$ cat src/rtl/mem_arbiter.sv
// Two-port (instruction/data cache) arbiter in front of a single line-wide physical memory port.
// Round-robin on ties; each transaction is captured at grant and followed by one DONE cycle.
module mem_arbiter #(
    parameter int LINE_WIDTH = 256,
    parameter int ADDR_WIDTH = 32
) (
    input  logic                  clk,
    input  logic                  rst_n,

    input  logic                  i_read,
    input  logic [ADDR_WIDTH-1:0] i_address,
    output logic [LINE_WIDTH-1:0] i_rdata,
    output logic                  i_resp,

    input  logic                  d_read,
    input  logic                  d_write,
    input  logic [ADDR_WIDTH-1:0] d_address,
    input  logic [LINE_WIDTH-1:0] d_wdata,
    output logic [LINE_WIDTH-1:0] d_rdata,
    output logic                  d_resp,

    output logic                  pmem_read,
    output logic                  pmem_write,
    output logic [ADDR_WIDTH-1:0] pmem_address,
    output logic [LINE_WIDTH-1:0] pmem_wdata,
    input  logic [LINE_WIDTH-1:0] pmem_rdata,
    input  logic                  pmem_resp
);

    typedef enum logic [1:0] {
        IDLE    = 2'd0,
        SERVE_I = 2'd1,
        SERVE_D = 2'd2,
        DONE    = 2'd3
    } state_e;

    state_e                  state_q,  state_d;
    logic                    last_d_q, last_d_d;   // 1: D port was served last
    logic [ADDR_WIDTH-1:0]   addr_q,   addr_d;
    logic [LINE_WIDTH-1:0]   wdata_q,  wdata_d;
    logic                    write_q,  write_d;

    logic i_pend;
    logic d_pend;

    always_ff @(posedge clk or negedge rst_n) begin
        if (!rst_n) begin
            state_q  <= IDLE;
            last_d_q <= 1'b0;
            addr_q   <= '0;
            wdata_q  <= '0;
            write_q  <= 1'b0;
        end else begin
            state_q  <= state_d;
            last_d_q <= last_d_d;
            addr_q   <= addr_d;
            wdata_q  <= wdata_d;
            write_q  <= write_d;
        end
    end

    always_comb begin
        state_d      = state_q;
        last_d_d     = last_d_q;
        addr_d       = addr_q;
        wdata_d      = wdata_q;
        write_d      = write_q;
        pmem_read    = 1'b0;
        pmem_write   = 1'b0;
        pmem_address = '0;
        pmem_wdata   = '0;
        i_resp       = 1'b0;
        i_rdata      = '0;
        d_resp       = 1'b0;
        d_rdata      = '0;
        i_pend       = i_read;
        d_pend       = d_read | d_write;

        unique case (state_q)
            IDLE: begin
                // D wins when it is alone, or on a tie when I was served last
                if (d_pend && (!i_pend || !last_d_q)) begin
                    state_d  = SERVE_D;
                    last_d_d = 1'b1;
                    addr_d   = d_address;
                    wdata_d  = d_wdata;
                    write_d  = d_write;
                end else if (i_pend) begin
                    state_d  = SERVE_I;
                    last_d_d = 1'b0;
                    addr_d   = i_address;
                    wdata_d  = '0;
                    write_d  = 1'b0;
                end
            end
            SERVE_I: begin
                pmem_read    = 1'b1;
                pmem_address = addr_q;
                if (pmem_resp) begin
                    i_resp  = 1'b1;
                    i_rdata = pmem_rdata;
                    state_d = DONE;
                end
            end
            SERVE_D: begin
                pmem_read    = ~write_q;
                pmem_write   = write_q;
                pmem_address = addr_q;
                pmem_wdata   = wdata_q;
                if (pmem_resp) begin
                    d_resp  = 1'b1;
                    if (!write_q) begin
                        d_rdata = pmem_rdata;
                    end
                    state_d = DONE;
                end
            end
            DONE: begin
                state_d = IDLE;
            end
            default: begin
                state_d = IDLE;
            end
        endcase
    end

endmodule

$ cat config.mk
export PLATFORM = sky130hd
export DESIGN_NAME = mem_arbiter
export DESIGN_NICKNAME = d
export VERILOG_FILES = /design/src/rtl/mem_arbiter.sv
export SDC_FILE = /design/constraint.sdc
export NUM_CORES = 1
export LEC_CHECK = 0
export BUFFER_PORTS_ARGS = -buffer_cell sky130_fd_sc_hd__buf_2
export CAP_MARGIN = 20
export CORE_AREA = 2 2 538 540
export CTS_CLUSTER_DIAMETER = 150
export DETAILED_ROUTE_END_ITERATION = 16
export DIE_AREA = 0 0 540 542
export PLACE_DENSITY_LB_ADDON = 0.12
export SLEW_MARGIN = 20
export SYNTH_ARGS = -nofsm -noshare
export SYNTH_HDL_FRONTEND = slang
export SYNTH_SLANG_ARGS = --single-unit
$ cat constraint.sdc
create_clock -name clk -period 2.98 [get_ports clk]
set_clock_uncertainty 0.2 [all_clocks]
set_input_delay 0.447 -clock clk [delete_from_list [all_inputs] [get_ports clk]]
set_output_delay 0.447 -clock clk [all_outputs]
set_load 0.05 [all_outputs]
# Yosys cells after proc, flatten, opt, wreduce, memory -nomap -nowiden
# Index checks and enable logic that the tools add are counted.
# totals
register_bits	292
out_inout_bits	804
word_cells	44
# op_classes
n_eq_ne	5
muxes	23
n_reduce_logical	9
bitwise_logic	2
# op_table
operator	n
$mux 256	8
$mux 32	3
$mux 1	7
$mux 2	3
$pmux 2 s3	1
$eq 2x2->1 const B	2
$reduce_and 2->1	2
$ne 3x3->1 const B	1
$eq 2x1->1 const B	1
$logic_not 1->1	2
$logic_not 2->1	1
$ne 2x1->1 const B	1
$pmux 1 s2	1
$reduce_bool 2->1	1
$reduce_or 2->1	1
$logic_and 1x1->1	1
$logic_or 1x1->1	1
$not 1->1	1
$or 1x1->1	1

# Longest topological paths before layout
# Gate-level depths: netlist of the first run.
# depth
ltp_word	5
mapped_depth	7
mapped_depth_nobuf	5

# Worst setup path before layout of the first run
# No wires, ideal clock.
# synth_path
kind	register to output
from	reg state_q[0]
to	out d_rdata[242]
required_time_ns	2.333
path_stages_with_launch	7
slack_ns	0.206
arrival_ns	2.127
cell_sequence	dfrtp_1 inv_1 ha_1 clkbuf_1 clkbuf_1 nand2_1 nor3_1
# synth_between
elab_chain_cells	2
# synth_lines
item	line_no	text
start, declared	37	state_e state_q, state_d;
start signal, assigned	54	state_q <= state_d;
$eq 2x2->1	79	unique case (state_q)
$mux 256	79	
end, declared	19	output logic [LINE_WIDTH-1:0] d_rdata,
# No other way between the ends.

# Worst setup path after layout of the first run
# layout_path
from	reg state_q[0]
to	out d_rdata[161]
# The elaborated chain is that of the path after synthesis.

==> results of run 1 <==
-- power groups by stage --
stage	Sequential, mW	Clock [mW]	Combinational (mW)
after floorplan	6.26	0	13.3
after global placement	7.11	0	21.5
after detailed placement	7.08	0	21.4
after CTS	7.08	5.45	24.9
after global routing	7.20	5.56	26.7
final	6.93	5.15	25.3
-- flip-flops by register name (all words and copies together) (netlist names) --
register	flops
wdata_q	256
addr_q	32
state_q	2
last_d_q	1
write_q	1
-- per-stage QoR --
stage               utilization (%)  setup slack (ns)  power, mW  std cells  area, sq um
floorplan                         -             0.206       19.6       1686        16300
global placement               10.7             0.230       28.6       6729        30600
detailed placement             10.7             0.227       28.5       6729        30600
CTS                            13.2            -0.148       37.5       7167        37800
global route                   13.6            -0.133       39.4       7196        38900
finish                         13.6          -0.00695       37.3       7213        38900
-- placed cells by master (no fill, tap or decap), drive strengths merged --
cell type    instances
nor2                 1
clkbuf             125
nand2               36
o2bb2ai              1
dlygate4sd3        316
nor2b                1
o21a                 1
and3               511
a21o                 1
and2               292
o31ai                1
a2bb2oi              1
clkinv               5
bufbuf               2
dfrtp              292
diode               30
mux2i               32
nor3                 1
inv                  6
a22oi                1
bufinv               3
nor4b                1
o21ai               33
a22o               257
ha                   4
clkinvlp             3
a211oi               1
o311ai               1
a21oi                1
buf               1472
-- worst min-delay path by stage --
stage	from	endpoint	slack (ns)	cells after the start
after floorplan	rst_n	addr_q[0]	-0.05	0
after global placement	addr_q[23]	addr_q[23]	0.26	2
after detailed placement	addr_q[24]	addr_q[24]	0.26	2
after CTS	i_address[30]	addr_q[30]	0.02	3
after global routing	i_address[0]	addr_q[0]	0.02	3
final	i_address[30]	addr_q[30]	0.08	3
-- cells by family after synthesis --
kind of cell | share of synthesized area [%]
adder cells (fa/ha/maj) | 0.308
AO/OA/AOI/OAI | 15.4
multiplexers | 1.97
buffers and inverters | 5.51
flip-flops | 44.9
AND/OR/NAND/NOR | 31.9
-- worst max-delay path: cells and delay by family, from the launching register on --
kind                     cells  cell delay (ns)
buffers and inverters        6             0.78
adder cells (fa/ha/maj)      1             0.14
AND/OR/NAND/NOR              2             0.42
flip-flops                   1             0.39
-- layer usage --
layer / global-route usage, % / wire (microns) / up-vias
met2: 23.0 / 100000 / 1079
li1: - / - / 9460
met5: 0 / 0 / -
met1: 13.6 / 72500 / 10500
met4: 2.42 / 4190 / 0
met3: 3.69 / 14600 / 190
-- layout make-up --
class / instances / area [sq um] / area share, %
sequential: 292 / 7310 / 18.8
antenna: 30 / 75.1 / 0.193
clock inverter: 14 / 186 / 0.479
clock buffer: 59 / 1160 / 2.99
timing repair buffer: 1856 / 16500 / 42.5
tap: 3781 / 4730 / 12.2
inverter: 3 / 11.3 / 0.0289
multi-input combinational: 1178 / 8910 / 22.9
-- timing repair --
action | 4_1_cts | 5_1_grt
resized for setup | 523 | 291
hold buffers | 316 | 0
hold endpoints to repair | 336 | 0
endpoints found under the setup margin | 717 | 554
cloned | 23 | 9
buffers inserted | 26 | 13
pin swaps | 10 | 8
==> flow_summary.json, run 1 <==
{
  "outcome": "complete, but fails checks",
  "violations": "setup timing",
  "drt_first_pass_iters": 5,
  "hold_class": "in -> reg",
  "io-pin-count": 1386,
  "dpl.hpwl_mm": 156,
  "crit_path_end": "d_rdata[161]",
  "wire_per_inst_microns": 26.5,
  "ys_types": 25,
  "grt_pass1_vias": 22200,
  "clock_latency_ns": 0.58,
  "postRouteAntennaNets": 0,
  "cpMaxStageDelayCell": "dfrtp_1",
  "p_leak_nw": 19.0,
  "power.switching_mw": 19.5,
  "cts_inserted_buffers": 41,
  "path_cells": "inv_2 > ha_1 > nor2b_4 > buf_12 > buf_12 > buf_12 > buf_16 > and3_1 > buf_12",
  "hold_violations": 0,
  "final_nets": 3958,
  "reg2reg_to": "wdata_q[137]",
  "maxCapViolCount": 0,
  "worstPathMaxFanout": 8,
  "synth-edff-count": 0,
  "drt-total-wl_mm": 191,
  "syn2layout_area_growth_pct": 139,
  "drv_slew": 0,
  "drtIter0Drc": 1014,
  "synth_cells": 1686,
  "viasPerCell": 2.95,
  "grt-ovfl-total": 0,
  "die_area_sq_um": 293000,
  "p_seq_share_pct": 18.6,
  "netlist.area_leader.share_pct": 44.9,
  "grt_setup_unrepaired": "yes",
  "ys_seq_area_share_pct": 44.9,
  "path_class": "reg -> out",
  "fin_setup_tns_ns": -0.00695,
  "gp_congestion": 0.774,
  "synth_flop_cell": "dfrtp_1",
  "core_sq_um": 287000,
  "fill_cells": 32900,
  "yosysMostFrequentCell": "and3_1",
  "cp_common_cell": "buf_12",
  "clock.fmax_ghz": 0.335,
  "fin_ws_ns": -0.00695,
  "die-width_microns": 540,
  "critPathMaxStageDelay_ns": 0.39,
  "cp-startpoint": "state_q[0]",
  "htree_levels": 2,
  "cts.sinks": 292,
  "reg2reg_depth": 7,
  "p_int_mw": 17.9,
  "synth_seq_cells": 292,
  "synth_fp_nets": 2272,
  "avgSynthCellArea_sq_um": 9.65,
  "reg2reg_slack_ns": 0.62,
  "crit_arrival_ns": 2.34,
  "combinationalPowerShare_pct": 67.7,
  "drcViolationCount": 0,
  "clockRootBuffer": "clkbuf_16",
  "cts_tree": "yes",
  "r2r-start": "state_q[1]",
  "fin_crit_ns": 2.99,
  "yosysTopAreaCell": "dfrtp_1",
  "worstMarginPinSlew_ns": 0.703,
  "setup_viol": 1,
  "cp.required_ns": 2.33,
  "switching_share_pct": 52.1,
  "relSlewSlack_pct": 53.1,
  "yosysWarnings": 0,
  "p_clk_share_pct": 13.8,
  "synthTopCellsByArea": "dfrtp_1 (45%), and3_1 (20%), a22o_1 (14%)",
  "drive_above_1_share_pct": 52.4,
  "whs_ns": 0.0814,
  "synthArstFlopShare_pct": 100,
  "grt_max_degree": 73,
  "synth_commonest_cells": "and3_1 (511), and2_1 (292), dfrtp_1 (292)",
  "worstSetupEndpointType": "primary output",
  "clk_path_buf_depth": 3,
  "grt_first_pass_wirelength_mm": 239,
  "clkTransAtPathRegs_ns": 0.06,
  "cp-start-kind": "flip-flop",
  "finalCritPeriodShare_pct": 100,
  "initial_core_util_pct": 5.67,
  "grt_antenna_before_repair": 105,
  "syn_area_sq_um": 16300,
  "fp-row-count": 197,
  "vdd_ir_drop_max_v": 0.000400,
  "grtUsageTotal_pct": 12.3,
  "powerDensity_nw_per_um2": 959,
  "port_buffers": 1385,
  "via_count": 21300,
  "die-height_microns": 542
}
Note: power is estimated with default switching activity, not from simulation.
==> inputs of run 2 (changes only) <==
CELL_PAD_IN_SITES_DETAIL_PLACEMENT = 1   (was not set)
CELL_PAD_IN_SITES_GLOBAL_PLACEMENT = 1   (was not set)
CORE_AREA = 2 2 545 547   (was 2 2 538 540)
DIE_AREA = 0 0 547 549   (was 0 0 540 542)
==> run 2 against run 1 <==
  * The run still ends with setup timing left
  * Global-route usage decreased by 0.69 points
  * Setup slack gained 0.0066 ns
  * Largest cell class unchanged
  * Largest power group unchanged
  * Critical endpoint is now d_rdata[70]
  * Design area rose by 1.4%
  * Critical path type unchanged
==> flow_summary.json, run 2 (same netlist as run 1, synthesis figures left out) <==
{
  "finalCritPeriodShare_pct": 100,
  "critical_path_depth": 8,
  "die-height_microns": 549,
  "via_count": 21000,
  "powerDensity_nw_per_um2": 943,
  "die-width_microns": 547,
  "path_class": "reg -> out",
  "core_sq_um": 295000,
  "clock.fmax_ghz": 0.336,
  "crit_arrival_ns": 2.33,
  "reg2reg_to": "addr_q[11]",
  "die_area_sq_um": 300000,
  "drive_above_1_share_pct": 51.0,
  "p_seq_share_pct": 18.0,
  "grtUsageTotal_pct": 11.6,
  "syn2layout_area_growth_pct": 143,
  "power.switching_mw": 19.1,
  "grt_antenna_before_repair": 125,
  "top_regs": "wdata_q (256), addr_q (32), state_q (2)",
  "outcome": "complete, but fails checks",
  "cts_inserted_buffers": 43,
  "vdd_ir_drop_max_v": 0.000325,
  "port_buffers": 1385,
  "clockRootBuffer": "clkbuf_16",
  "wire_per_inst_microns": 25.1,
  "io-pin-count": 1386,
  "cts_tree": "yes",
  "r2r-start": "last_d_q",
  "setup_viol": 1,
  "final_area_sq_um": 39500,
  "cts.sinks": 292,
  "crit_buf_inv": 5,
  "layout_common_cells": "buf_2 (842), and3_1 (375), dlygate4sd3_1 (306)",
  "clock_latency_ns": 0.58,
  "initial_core_util_pct": 5.51,
  "fill_cells": 34400,
  "fp-row-count": 200,
  "htree_levels": 2,
  "grt_first_pass_wirelength_mm": 236,
  "worstMarginPinSlew_ns": 0.578,
  "reg2reg_depth": 5,
  "hold_violations": 0,
  "final_nets": 3912,
  "drv_slew": 0,
  "crit_path_end": "d_rdata[70]",
  "dpl.hpwl_mm": 150,
  "relSlewSlack_pct": 61.4,
  "drtIter0Drc": 891,
  "reg2reg_slack_ns": 0.70,
  "cp-start-kind": "flip-flop",
  "postRouteAntennaNets": 0,
  "maxCapViolCount": 0,
  "clk_path_buf_depth": 3,
  "cp_top_family": "buffers and inverters",
  "drt-total-wl_mm": 184,
  "p_leak_nw": 19.0,
  "grt_setup_unrepaired": "yes",
  "largest_register_ffs": 256,
  "worstPathMaxFanout": 6,
  "drcViolationCount": 0,
  "critPathMaxStageDelay_ns": 0.38,
  "worstSetupEndpointType": "primary output",
  "path_cells": "inv_2 > ha_4 > nor2b_4 > buf_12 > buf_16 > clkbuf_16 > and3_4 > buf_12",
  "layout_commonest_cell": "buf_2",
  "grt_max_degree": 97,
  "grt_pass1_vias": 22800,
  "p_int_mw": 18.2,
  "drt_first_pass_iters": 4,
  "switching_share_pct": 51.2,
  "cp-startpoint": "state_q[0]",
  "clkTransAtPathRegs_ns": 0.06,
  "fin_util_pct": 13.4,
  "fin_ws_ns": -0.000392,
  "place_area_sq_um": 31800,
  "violations": "setup timing",
  "grt-ovfl-total": 0,
  "cp.required_ns": 2.33,
  "cpMaxStageDelayCell": "dfrtp_1",
  "fin_setup_tns_ns": -0.000392,
  "regMostFlops": "wdata_q",
  "cp_common_cell": "buf_12",
  "p_clk_share_pct": 14.6,
  "viasPerCell": 2.87,
  "combinationalPowerShare_pct": 67.4,
  "fin_crit_ns": 2.98,
  "gp_congestion": 0.759,
  "hold_class": "in -> reg"
}
[run 2: cell types whose count changed in the layout (fill, tap and decap cells not counted), sizes merged]
cell         change
clkinvlp         -3
bufinv           +1
bufbuf           +1
clkbuf           +9
inv              -2
clkinv           +1
dlygate4sd3     -10
diode            +2
buf             -40
[run 2: metal layers]
metal	global-route usage (%)	up-vias	wire, microns
met4	2.11	10	4130
met3	3.92	222	14900
met1	12.6	10400	68700
li1	-	9383	-
met5	0	-	62
met2	21.9	1054	96300
[run 2: power by group through the flow]
stage | clock (mW) | sequential (mW) | combinational [mW]
after floorplan | 0 | 6.26 | 13.3
after global placement | 0 | 6.76 | 22.3
after detailed placement | 0 | 6.72 | 22.3
after CTS | 5.80 | 6.73 | 24.6
after global routing | 5.88 | 6.95 | 26.6
final | 5.43 | 6.69 | 25.1
[run 2: tightest hold or removal path, stage by stage]
cell     delay, ns
buf_2         0.08
mux2i_1       0.10
o21ai_0       0.15
[run 2: per-stage QoR]
stage	hold slack (ns)	worst slack, ns	cells	power, mW
floorplan	-0.0486	0.206	1686	19.6
global placement	0.249	0.168	6868	29.1
detailed placement	0.250	0.160	6868	29.0
CTS	0.00175	-0.111	7281	37.1
global route	0.0200	-0.0914	7319	39.4
finish	0.0250	-0.000392	7330	37.2
[run 2: how the worst min path moves through the flow]
stage	start	to	depth (start not counted)
2_1_floorplan	rst_n	addr_q[0]	0
3_3_place_gp	rst_n	wdata_q[172]	1
3_5_place_dp	rst_n	wdata_q[172]	1
4_1_cts	d_address[22]	addr_q[22]	3
5_1_grt	d_address[22]	addr_q[22]	3
6_report	i_address[5]	addr_q[5]	3
[run 2: layout make-up]
type	instances	area, sq um	share of cell area [%]
Timing Repair Buffer	1808	16900	42.9
Multi-Input combinational cell	1178	8780	22.2
Sequential cell	292	7310	18.5
Tap cell	3939	4930	12.5
Clock buffer	67	1250	3.16
Clock inverter	11	170	0.431
Antenna cell	32	80.1	0.203
Inverter	3	11.3	0.0285
[run 2: repair_timing]
item | in CTS | in global routing
gates resized for setup | 425 | 309
setup endpoints to repair | 675 | 597
pin swaps | 5 | 8
cloned | 12 | 13
endpoints found under the hold margin | 317 | 0
setup buffers | 17 | 5
hold buffers | 306 | 0
==> inputs of run 3 (changes only) <==
PLACE_DENSITY = 0.3   (was not set)
PLACE_DENSITY_LB_ADDON = not set   (was 0.12)
==> run 3 against run 2 <==
  * The flow still finishes with violations (setup timing)
  * Fmax is 3.2% lower
  * Sequential share of layout area is 0.36 points higher
  * Wire length is 10% higher
  * Critical path type unchanged
==> flow_summary.json, run 3 (same netlist as run 1, synthesis figures left out) <==
{
  "worstMarginPinSlew_ns": 0.829,
  "grt_max_degree": 139,
  "dpl.hpwl_mm": 166,
  "viasPerCell": 2.97,
  "cp-startpoint": "state_q[0]",
  "fp-row-count": 200,
  "drcViolationCount": 0,
  "grt_first_pass_wirelength_mm": 248,
  "drt-total-wl_mm": 203,
  "powerDensity_nw_per_um2": 988,
  "whs_ns": 0.0517,
  "cts_tree": "yes",
  "core_sq_um": 295000,
  "hold_violations": 0,
  "via_count": 21900,
  "largest_register_ffs": 256,
  "cp.required_ns": 2.33,
  "vdd_ir_drop_max_v": 0.000400,
  "initial_core_util_pct": 5.51,
  "grt_pass1_vias": 22700,
  "die_area_sq_um": 300000,
  "drive_above_1_share_pct": 50.1,
  "min_from": "i_address[12]",
  "regMostFlops": "wdata_q",
  "layout_commonest_cell": "buf_2",
  "setup_viol": 248,
  "clockRootBuffer": "clkbuf_16",
  "fin_crit_ns": 3.08,
  "path_class": "reg -> out",
  "layout_common_cells": "buf_2 (879), and3_1 (445), dlygate4sd3_1 (314)",
  "port_buffers": 1385,
  "grtUsageTotal_pct": 12.4,
  "worstSetupEndpointType": "primary output",
  "finalPower_mw": 38.2,
  "violations": "setup timing",
  "die-width_microns": 547,
  "top_regs": "wdata_q (256), addr_q (32), state_q (2)",
  "worstPathMaxFanout": 8,
  "grt_setup_unrepaired": "yes",
  "r2r-start": "state_q[0]",
  "gp_congestion": 0.833,
  "wire_per_inst_microns": 27.6,
  "outcome": "complete, but fails checks",
  "clk_path_buf_depth": 3,
  "relSlewSlack_pct": 44.7,
  "p_leak_nw": 19.3,
  "cts.sinks": 292,
  "maxCapViolCount": 0,
  "fin_setup_tns_ns": -6.99,
  "htree_levels": 2,
  "die-height_microns": 549,
  "drtIter0Drc": 1344,
  "clkTransAtPathRegs_ns": 0.06,
  "postRouteAntennaNets": 0,
  "clock_latency_ns": 0.59,
  "drv_slew": 0,
  "syn2layout_area_growth_pct": 138,
  "grt-ovfl-total": 0,
  "hold_class": "in -> reg",
  "crit_arrival_ns": 2.43,
  "fin_ws_ns": -0.0984,
  "io-pin-count": 1386,
  "cts_inserted_buffers": 42,
  "finalCritPeriodShare_pct": 103,
  "final_nets": 3955,
  "clock.fmax_ghz": 0.325,
  "grt_antenna_before_repair": 186,
  "drt_first_pass_iters": 4,
  "cp-start-kind": "flip-flop"
}
-- run 3: cell types whose count changed in the layout (fill, tap and decap cells not counted), sizes merged --
cell | before | now
buf | 1432 | 1460
bufbuf | 3 | 1
bufinv | 4 | 7
clkbuf | 134 | 140
clkinv | 6 | 3
clkinvlp | 0 | 1
diode | 32 | 28
dlygate4sd3 | 306 | 314
-- run 3: power breakdown --
| part | leakage [nW] | internal, mW | total, mW | switching (mW) |
|---|---|---|---|---|
| Sequential | 3.72 | 5.68 | 6.88 | 1.20 |
| Combinational | 14.8 | 9.33 | 25.5 | 16.2 |
| Clock | 0.751 | 3.59 | 5.81 | 2.21 |
-- run 3: worst max-delay path, stage by stage (launching register included) --
cell and delay, ns:
dfrtp_1 0.39, inv_2 0.09, ha_2 0.17, nor2b_4 0.15
buf_12 0.17, buf_16 0.24, buf_16 0.18, and3_1 0.20
buf_6 0.17
-- run 3: path summary, 6_finish.rpt --
| path | end | slack (ns) | cells past startpoint |
|---|---|---|---|
| setup / recovery | d_rdata[16] | -0.1 | 8 |
| hold / removal | addr_q[12] | 0.05 | 3 |
| setup reg to reg | wdata_q[97] | 0.59 | 7 |
| hold reg to reg | addr_q[29] | 0.27 | 2 |
| max in group asynchronous | wdata_q[98] | 1.52 | 3 |
| min in group asynchronous | wdata_q[161] | 0.21 | 2 |
-- run 3: through the flow --
step / worst slack [ns] / cell area, sq um / util [%] / cells
4_1_cts: -0.190 / 36200 / 12.3 / 7295
3_3_place_gp: 0.241 / 30100 / 10.2 / 6890
6_report: -0.0984 / 38700 / 13.1 / 7367
5_1_grt: -0.221 / 38700 / 13.1 / 7356
2_1_floorplan: 0.206 / 16300 / - / 1686
3_5_place_dp: 0.260 / 30100 / 10.2 / 6890
-- run 3: repair_timing --
item                                    in CTS  in global routing
pin swaps                                    0                 12
gates resized for setup                    367                578
gates cloned                                 9                 30
hold endpoints to repair                   335                  0
hold buffers                               314                  0
endpoints found under the setup margin     720                650
setup buffers                                7                 14
-- run 3: layout make-up --
class                      count  area (sq um)
fill                       34500        256000
timing repair buffer        1852         16400
multi-input combinational   1178          8460
sequential                   292          7310
tap                         3939          4930
clock buffer                  63          1290
clock inverter                12           241
antenna                       28          70.1
inverter                       3          11.3
-- run 3: layer usage --
layer  up-vias  GRT usage, %  wire [microns]
li1       9437             -               -
met1     10700          14.3           78600
met2      1371          21.9           99700
met3       338          4.96           20000
met4         6          1.75            4900
met5         -             0              44
